--- src/rtl/player_ship_pkg.sv ---
// player_ship_pkg: shared ship state type, screen geometry, sprite half-sizes and colours.
package player_ship_pkg;
    typedef enum logic [1:0] {ST_ALIVE, ST_HIT, ST_DEAD} ship_state_t;
    localparam int SCREEN_W = 640;
    localparam int SCREEN_H = 480;
    localparam int SCORE_H = 60;
    localparam int SHIP_HALF_W = 20;
    localparam int SHIP_X0 = SCREEN_W / 2;
    localparam int SHIP_Y_BOT = SCREEN_H - 50;
    localparam int SHIP_Y_TOP = SHIP_Y_BOT - 10;
    localparam int SHIP_HIT_Y = SHIP_Y_TOP - 5;
    localparam int LASER_Y0 = SHIP_Y_TOP - 3;
    localparam int LASER_HALF_W = 1;
    localparam int LASER_HALF_H = 5;
    localparam int LASER_FLOOR = SCORE_H + 6;
    localparam int ALIEN_HALF_W = 15;
    localparam int ALIEN_HALF_H = 8;
    localparam logic [7:0] RGB_SHIP = 8'b01111000;
    localparam logic [7:0] RGB_LASER = 8'hFF;

    // |a-c| <= h without wrap, using 11-bit zero-extended operands
    function automatic logic near(input logic [9:0] a, input logic [9:0] c, input int h);
        return ({1'b0, a} + 11'(h) >= {1'b0, c}) && ({1'b0, a} <= {1'b0, c} + 11'(h));
    endfunction
endpackage

--- src/rtl/player_ship_shot_slot.sv ---
// ship_shot_slot: one player laser slot; launch, upward motion and retirement.
module ship_shot_slot
    import player_ship_pkg::*;
#(
    parameter int NUM_ALIENS = 3,
    parameter int LASER_STEP = 1
) (
    input  logic                    clk,
    input  logic                    rst_n,
    input  logic                    i_clr,
    input  logic                    i_tick,
    input  logic                    i_kill,
    input  logic                    i_launch,
    input  logic                    i_barr_hit,
    input  logic [9:0]              i_ship_x,
    input  logic [10*NUM_ALIENS-1:0] i_alien_x,
    input  logic [10*NUM_ALIENS-1:0] i_alien_y,
    output logic [9:0]              o_x,
    output logic [9:0]              o_y,
    output logic                    o_active,
    output logic [NUM_ALIENS-1:0]   o_hit
);
    logic                  r_active;
    logic [9:0]            r_x, r_y;
    logic [NUM_ALIENS-1:0] w_box;
    logic                  w_floor;

    always_comb begin
        w_box = '0;
        for (int k = NUM_ALIENS - 1; k >= 0; k--)
            if ({1'b0, r_y} <= {1'b0, i_alien_y[10*k +: 10]} + 11'(ALIEN_HALF_H + LASER_STEP - 1) &&
                near(r_x, i_alien_x[10*k +: 10], ALIEN_HALF_W)) begin
                w_box    = '0;
                w_box[k] = 1'b1;
            end
        w_floor = {1'b0, r_y} <= 11'(LASER_FLOOR + LASER_STEP - 1);
        o_hit   = (r_active && i_tick && !i_barr_hit && !i_kill && !w_floor) ? w_box : '0;
    end

    always_ff @(posedge clk or negedge rst_n)
        if (!rst_n) begin
            r_active <= 1'b0;
            r_x      <= 10'(SHIP_X0);
            r_y      <= 10'(LASER_Y0);
        end else if (i_clr) begin
            r_active <= 1'b0;
            r_x      <= 10'(SHIP_X0);
            r_y      <= 10'(LASER_Y0);
        end else if (!r_active) begin
            if (i_launch) begin
                r_active <= 1'b1;
                r_x      <= i_ship_x;
                r_y      <= 10'(LASER_Y0);
            end
        end else if (i_barr_hit || i_kill || (i_tick && (w_floor || |w_box)))
            r_active <= 1'b0;
        else if (i_tick)
            r_y <= r_y - 10'(LASER_STEP);

    // an idle slot sits on the ship so a launch always starts from the nose
    assign o_x      = r_active ? r_x : i_ship_x;
    assign o_y      = r_active ? r_y : 10'(LASER_Y0);
    assign o_active = r_active;
endmodule

--- src/rtl/player_ship.sv ---
// player_ship: ship FSM, movement, shot allocation, alien-kill arbitration and sprite display.
module player_ship
    import player_ship_pkg::*;
#(
    parameter int NUM_SHOTS        = 3,
    parameter int NUM_ALIENS       = 3,
    parameter int NUM_ALIEN_LASERS = 3,
    parameter int MOVE_STEP        = 1,
    parameter int LASER_STEP       = 1,
    parameter int LIVES            = 3,
    parameter int HIT_FRAMES       = 64,
    parameter int COOLDOWN_FRAMES  = 16
) (
    input  logic                          clk,
    input  logic                          rst_n,
    input  logic                          mode,
    input  logic                          button_left,
    input  logic                          button_right,
    input  logic                          button_shoot,
    input  logic [9:0]                    xCoord,
    input  logic [9:0]                    yCoord,
    input  logic [10*NUM_ALIENS-1:0]       alien_xCoord,
    input  logic [10*NUM_ALIENS-1:0]       alien_yCoord,
    input  logic [10*NUM_ALIEN_LASERS-1:0] alien_laser_xCoord,
    input  logic [10*NUM_ALIEN_LASERS-1:0] alien_laser_yCoord,
    input  logic [NUM_SHOTS-1:0]          barr_hit,
    output logic [7:0]                    rgb,
    output logic [7:0]                    rgb_laser,
    output logic                          is_spaceship,
    output logic                          is_laser,
    output logic [10*NUM_SHOTS-1:0]       laser_xCoord,
    output logic [10*NUM_SHOTS-1:0]       laser_yCoord,
    output logic [NUM_SHOTS-1:0]          shot_active,
    output logic [NUM_ALIENS-1:0]         alien_hit,
    output logic [3:0]                    lives,
    output logic                          can_move,
    output logic                          game_over
);
    ship_state_t           r_state, w_state_nxt;
    logic [9:0]            r_ship_x;
    logic [3:0]            r_lives;
    logic [15:0]           r_cooldown, r_frame_cnt;
    logic                  r_shoot_prev;
    logic [NUM_ALIENS-1:0] r_alien_hit, w_alien_hit;
    logic [NUM_ALIENS-1:0] w_slot_hit [NUM_SHOTS];
    logic [NUM_SHOTS-1:0]  w_launch;
    logic                  w_tick, w_clr, w_dead, w_ship_hit, w_hit_done, w_fire, w_found;

    assign w_tick     = xCoord == 10'd0 && yCoord == 10'd0;
    assign w_clr      = !mode;
    assign w_dead     = r_state == ST_DEAD;
    assign w_hit_done = w_tick && r_frame_cnt == 16'(HIT_FRAMES - 1);
    assign w_fire     = w_tick && button_shoot && !r_shoot_prev && r_state == ST_ALIVE && r_cooldown == 16'd0;

    always_comb begin
        w_ship_hit = 1'b0;
        for (int j = 0; j < NUM_ALIEN_LASERS; j++)
            w_ship_hit = w_ship_hit | (({1'b0, alien_laser_yCoord[10*j +: 10]} >= 11'(SHIP_HIT_Y)) &&
                         near(alien_laser_xCoord[10*j +: 10], r_ship_x, SHIP_HALF_W));
        w_launch = '0;
        for (int s = NUM_SHOTS - 1; s >= 0; s--)
            if (w_fire && !shot_active[s]) begin
                w_launch    = '0;
                w_launch[s] = 1'b1;
            end
        w_found     = |w_launch;
        w_alien_hit = '0;
        for (int s = 0; s < NUM_SHOTS; s++)
            w_alien_hit = w_alien_hit | w_slot_hit[s];
        w_state_nxt = r_state;
        if (r_state == ST_ALIVE && w_tick && w_ship_hit)
            w_state_nxt = ST_HIT;
        if (r_state == ST_HIT && w_hit_done)
            w_state_nxt = (r_lives != 4'd0) ? ST_ALIVE : ST_DEAD;
    end

    always_ff @(posedge clk or negedge rst_n)
        if (!rst_n)
            r_state <= ST_ALIVE;
        else
            r_state <= w_clr ? ST_ALIVE : w_state_nxt;

    always_ff @(posedge clk or negedge rst_n)
        if (!rst_n) begin
            r_ship_x     <= 10'(SHIP_X0);
            r_lives      <= 4'(LIVES);
            r_cooldown   <= '0;
            r_frame_cnt  <= '0;
            r_shoot_prev <= 1'b0;
            r_alien_hit  <= '0;
        end else if (w_clr) begin
            r_ship_x     <= 10'(SHIP_X0);
            r_lives      <= 4'(LIVES);
            r_cooldown   <= '0;
            r_frame_cnt  <= '0;
            r_shoot_prev <= 1'b0;
            r_alien_hit  <= '0;
        end else begin
            r_alien_hit <= w_alien_hit;
            if (w_tick) begin
                r_shoot_prev <= button_shoot;
                r_cooldown   <= w_found ? 16'(COOLDOWN_FRAMES) : (r_cooldown != 16'd0 ? r_cooldown - 16'd1 : 16'd0);
                r_frame_cnt  <= (r_state == ST_HIT && !w_hit_done) ? r_frame_cnt + 16'd1 : 16'd0;
                if (r_state == ST_ALIVE && w_ship_hit)
                    r_lives <= (r_lives != 4'd0) ? r_lives - 4'd1 : 4'd0;
                if (r_state == ST_HIT && w_hit_done)
                    r_ship_x <= 10'(SHIP_X0);
                else if (r_state == ST_ALIVE && button_left && !button_right)
                    r_ship_x <= (r_ship_x > 10'(SHIP_HALF_W + MOVE_STEP - 1)) ? r_ship_x - 10'(MOVE_STEP) : 10'(SHIP_HALF_W);
                else if (r_state == ST_ALIVE && button_right && !button_left)
                    r_ship_x <= (r_ship_x < 10'(SCREEN_W - SHIP_HALF_W - MOVE_STEP + 1)) ? r_ship_x + 10'(MOVE_STEP) : 10'(SCREEN_W - SHIP_HALF_W);
            end
        end

    for (genvar i = 0; i < NUM_SHOTS; i++) begin : g_slot
        ship_shot_slot #(.NUM_ALIENS(NUM_ALIENS), .LASER_STEP(LASER_STEP)) u_slot (
            .clk        (clk),
            .rst_n      (rst_n),
            .i_clr      (w_clr),
            .i_tick     (w_tick),
            .i_kill     (w_dead),
            .i_launch   (w_launch[i]),
            .i_barr_hit (barr_hit[i]),
            .i_ship_x   (r_ship_x),
            .i_alien_x  (alien_xCoord),
            .i_alien_y  (alien_yCoord),
            .o_x        (laser_xCoord[10*i +: 10]),
            .o_y        (laser_yCoord[10*i +: 10]),
            .o_active   (shot_active[i]),
            .o_hit      (w_slot_hit[i])
        );
    end

    always_comb begin
        is_laser = 1'b0;
        for (int s = 0; s < NUM_SHOTS; s++)
            is_laser = is_laser | (shot_active[s] && near(yCoord, laser_yCoord[10*s +: 10], LASER_HALF_H) &&
                       near(xCoord, laser_xCoord[10*s +: 10], LASER_HALF_W));
    end

    // the ship blinks during HIT on bit 3 of the frame counter
    assign is_spaceship = (r_state == ST_ALIVE || (r_state == ST_HIT && !r_frame_cnt[3])) &&
                          {1'b0, yCoord} >= 11'(SHIP_Y_TOP) && {1'b0, yCoord} <= 11'(SHIP_Y_BOT) &&
                          near(xCoord, r_ship_x, SHIP_HALF_W);
    assign rgb       = RGB_SHIP;
    assign rgb_laser = RGB_LASER;
    assign alien_hit = r_alien_hit;
    assign lives     = r_lives;
    assign can_move  = r_state == ST_ALIVE;
    assign game_over = r_state == ST_DEAD;
endmodule

--- config.mk ---
export PLATFORM = sky130hd
export DESIGN_NAME = player_ship
export DESIGN_NICKNAME = d
export VERILOG_FILES = /design/src/rtl/player_ship_pkg.sv /design/src/rtl/player_ship_shot_slot.sv /design/src/rtl/player_ship.sv
export SDC_FILE = /design/constraint.sdc
export NUM_CORES = 1
export LEC_CHECK = 0
export CORE_MARGIN = 5
export CORE_UTILIZATION = 48
export DETAILED_ROUTE_END_ITERATION = 8
export PLACE_DENSITY = 0.7
export SYNTH_ARGS = -nofsm -noshare
export SYNTH_HDL_FRONTEND = slang
export SYNTH_SLANG_ARGS = --single-unit
--- constraint.sdc ---
create_clock -name clk -period 10 [get_ports clk]
set_input_delay 2 -clock clk [delete_from_list [all_inputs] [get_ports clk]]
set_output_delay 2 -clock clk [all_outputs]
set_load 0.05 [all_outputs]
==> results by group <==
Worst setup path
  – Worst Path Max Fanout: 8
  – Reg-to-Reg Start: g_slot[0].u_slot.r_x[0]
  – Startpoint types: primary input
  – CP endpoint kind: output port
  – Worst Path Required: about 8 ns
  – Reg2reg setup slack: 4.93 ns
  – Reg-to-reg endpoint: g_slot[0].u_slot.r_y[9]
  – Kind of critical path: primary input to output port
  – WP data arrival: about 6.6 ns
  – R2R depth: 16

GRT
  – Initial antenna violation count: 0
  – Overall Global Routing Usage: 30.0%
  – Vias in the first global route: about 21,000
  – Grt ovf: 0
  – First-pass GRT wire length: between 100 and 150 mm
  – Pin count of the biggest net entering global routing: 67

Yosys
  – Syn Inst Count: roughly 2,600
  – Synthesized cell area: about 0.02 mm^2
  – Post-synth EDFFs: 0
  – Sequential area share after synthesis: 14.1%
  – Synth Flop Type: dfrtp_1
  – Syn avg cell area: 8.01 um^2
  – Asr flop ratio synth: 100%
  – Distinct cells, synth: a little over 90
  – Warnings, synthesis: 0
  – Seq cells post-synth: 115

Power
  – Power per cell area: around 92 mW/mm^2
  – Int Power: between 1 and 1.5 mW
  – P_leak: 10.9 nW
  – P_sw: around 900 uW
  – Switching fraction of total power: around 42%
  – Final Total Pwr: 2.19 mW
  – Sequential power share: 23.1%
  – Logic gate share of total power: ~49%
  – Clk network pwr share: ~28%
  – Max IR drop VDD: 0.112 mV

STA
  – Clock Skew: about 0.013 ns
  – Fin. max-slew vios: 0
  – Setup TNS Final: 0 ns
  – Worst slew pin tran: between 1 and 1.5 ns
  – Final setup viols: 0
  – Final period util: between 80 and 90%
  – Final Hold Viols: 0
  – Fin crit period: 8.57 ns
  – Final setup margin: 1.43 ns
  – Hold WS: 0.502 ns
  – RSZ-0062 raised after global routing: no
  – Max_slew headroom: a little over a fifth
  – Achievable Freq: between 0.1 and 0.15 GHz

Cells and area
  – Most common cell after layout, fill and taps aside: ha_1
  – Diode count: 0
  – NumNets Final: approximately 3,400
  – Final Cell Area: approximately 0.024 mm^2
  – Most frequent cells in the layout: 489 x ha_1, 253 x nand2_1, 220 x clkdlybuf4s50_1, 181 x o21ai_0, 171 x inv_1
  – Share of post-route cells with drive strength above 1: 4.12%
  – Area delta synth->final: 15.8%

Detailed routing
  – Antenna-violating nets left: 0
  – Drt first pass iters: 8
  – Routed WL per cell: 22.2 um
  – WL final: about 73 mm
  – Residual DRC: 0
  – Vias after detailed routing: approximately 21,000
  – DRT iter0 DRCs: 1,596
  – Routed vias/inst: about 6.3

Clock network
  – Post-CTS Setup Inserts: 0
  – TritonCTS buffer count: 17
  – Sink Count: ~120
  – Post-CTS Hold Buffers: 0
  – Max clock buf depth: 2
  – Clock-pin slew on the worst setup and hold paths: ~0.05 ns
  – Cts repair resizes: 0
  – CTS tree: done
  – Root Driver: clkbuf_16
  – Clock Latency Late Sink: 0.42 ns
  – H-Tree Depth: 4

Outcome
  – Status: finished, final reports clean

Placed design
  – RD Place Congestion: roughly 0.96
  – Pre-CTS setup slack: 1.35 ns
  – Placed instance area: approximately 0.023 mm^2
  – # port buffers: about 220
  – DPL Wire Length: about 58 mm

Die
  – Core region area: between 0.04 and 0.05 mm^2
  – Die Y: approximately 220 um
  – Die ar.: approximately 0.047 mm^2
  – Die Wd: ~220 um
  – # rows: 75
  – Top Ports: between 200 and 250
  – Initial Util: approximately 49%

Worst hold path
  – Tightest Hold Check Type: flip-flop to flip-flop
  – Hold path cells: 2
  – Hold_sp: r_cooldown[14]
  – Hold Crit Endpoint: r_cooldown[14]

Job
  – Maxcap violations: 0
-- power by group through the flow --
| stage | Sequential (mW) | Combinational, mW | Clock, mW |
|---|---|---|---|
| 6_report | 0.505 | 1.08 | 0.604 |
| 5_1_grt | 0.506 | 1.19 | 0.630 |
| 4_1_cts | 0.503 | 1.07 | 0.608 |
| 3_5_place_dp | 0.511 | 1.06 | 0 |
| 3_3_place_gp | 0.511 | 1.04 | 0 |
| 2_1_floorplan | 0.488 | 0.714 | 0 |
-- logic make-up (layout without fill, tap and decap cells) --
group	after synthesis	in the layout	share of synthesized area (%)
AND/OR/NAND/NOR	867	867	21.7
AO/OA/AOI/OAI	636	636	20.2
adder cells (fa/ha/maj)	493	493	29.9
buffers and inverters	260	443	5.17
XOR/XNOR	174	174	7.68
flip-flops	115	115	14.1
multiplexers	23	23	1.13
other	2	16	0.0365
-- synthesized netlist by cell type, drive strengths merged, types with 7 or more instances --
cell	count	area share, %
ha	489	30
nand2	253	4.6
o21ai	184	4.5
inv	171	3.1
xnor2	134	5.8
a21oi	125	3.0
nor2	125	2.3
nand3	96	2.4
dfrtp	93	11
nor3	65	1.6
clkbuf	60	1.1
nand2b	60	1.8
a21o	57	2.1
nand4	52	1.6
nor2b	51	1.6
and3	48	1.5
xor2	37	1.6
o21a	34	1.3
a211oi	32	1.2
buf	28	0.94
a21boi	27	0.99
nor4	26	0.89
o31ai	24	0.94
dfstp	22	2.8
mux2i	22	1.1
o211ai	22	0.80
a31oi	20	0.61
a211o	13	0.55
nand3b	13	0.47
o2111ai	13	0.55
or3	13	0.44
and2	11	0.35
or4	11	0.46
a2111oi	10	0.43
or2	10	0.30
and4	9	0.38
nor3b	7	0.26
nor4b	7	0.40
o221ai	7	0.30
o41ai	7	0.30
-- through the flow --
step	util (%)	std cells
2_1_floorplan	-	2584
4_1_cts	56.5	3306
3_3_place_gp	55.2	3274
3_5_place_dp	55.2	3274
5_1_grt	56.5	3306
6_report	56.5	3306
-- per-layer routing --
layer | part of all wire, % | global-route usage (%) | vias to the layer above
li1 | - | - | 9791
met1 | 43 | 39.1 | 9872
met2 | 45 | 49.4 | 877
met3 | 7.4 | 4.77 | 197
met4 | 4.6 | 13.0 | 0
met5 | 0 | 0 | -
-- state kept, by name (all words and copies together), names as in the netlist --
| register | cells |
|---|---|
| g_slot.u_slot.r_x | 30 |
| g_slot.u_slot.r_y | 30 |
| alien_hit | 3 |
| r_frame_cnt | 16 |
| r_ship_x | 10 |
| r_state | 2 |
| g_slot.u_slot.o_active | 3 |
| lives | 4 |
| r_cooldown | 16 |
| r_shoot_prev | 1 |
-- layout make-up --
class                           count  area, um^2
Timing Repair Buffer              239        2340
Multi-Input combinational cell   2209       16700
Sequential cell                   115        2910
Inverter                          172         646
Fill cell                        3940       18300
Tap cell                          539         674
Clock inverter                     14         154
Clock buffer                       18         429
-- worst max-delay path, stage by stage --
cell and delay (ns):
clkdlybuf4s50_1 0.79, inv_1 0.16, nor3_1 0.28, and3_1 0.27, xor2_1 0.31, ha_1 0.29, o21ai_0 0.07, a21oi_1 0.06
o21ai_0 0.24, a21oi_1 0.09, a2111oi_0 0.65, a2111oi_0 0.20, a311o_1 0.42, clkdlybuf4s50_1 0.72
-- how the worst max path moves through the flow --
stage	from	end	slack (ns)	depth (start not counted)
6_report	xCoord[2]	is_laser	1.43	14
2_1_floorplan	r_ship_x[2]	is_laser	2.94	14
5_1_grt	xCoord[2]	is_laser	1.11	14
4_1_cts	xCoord[2]	is_laser	1.34	14
3_5_place_dp	xCoord[2]	is_laser	1.35	14
3_3_place_gp	xCoord[2]	is_laser	1.46	14
(Power assumes the default switching activity.)
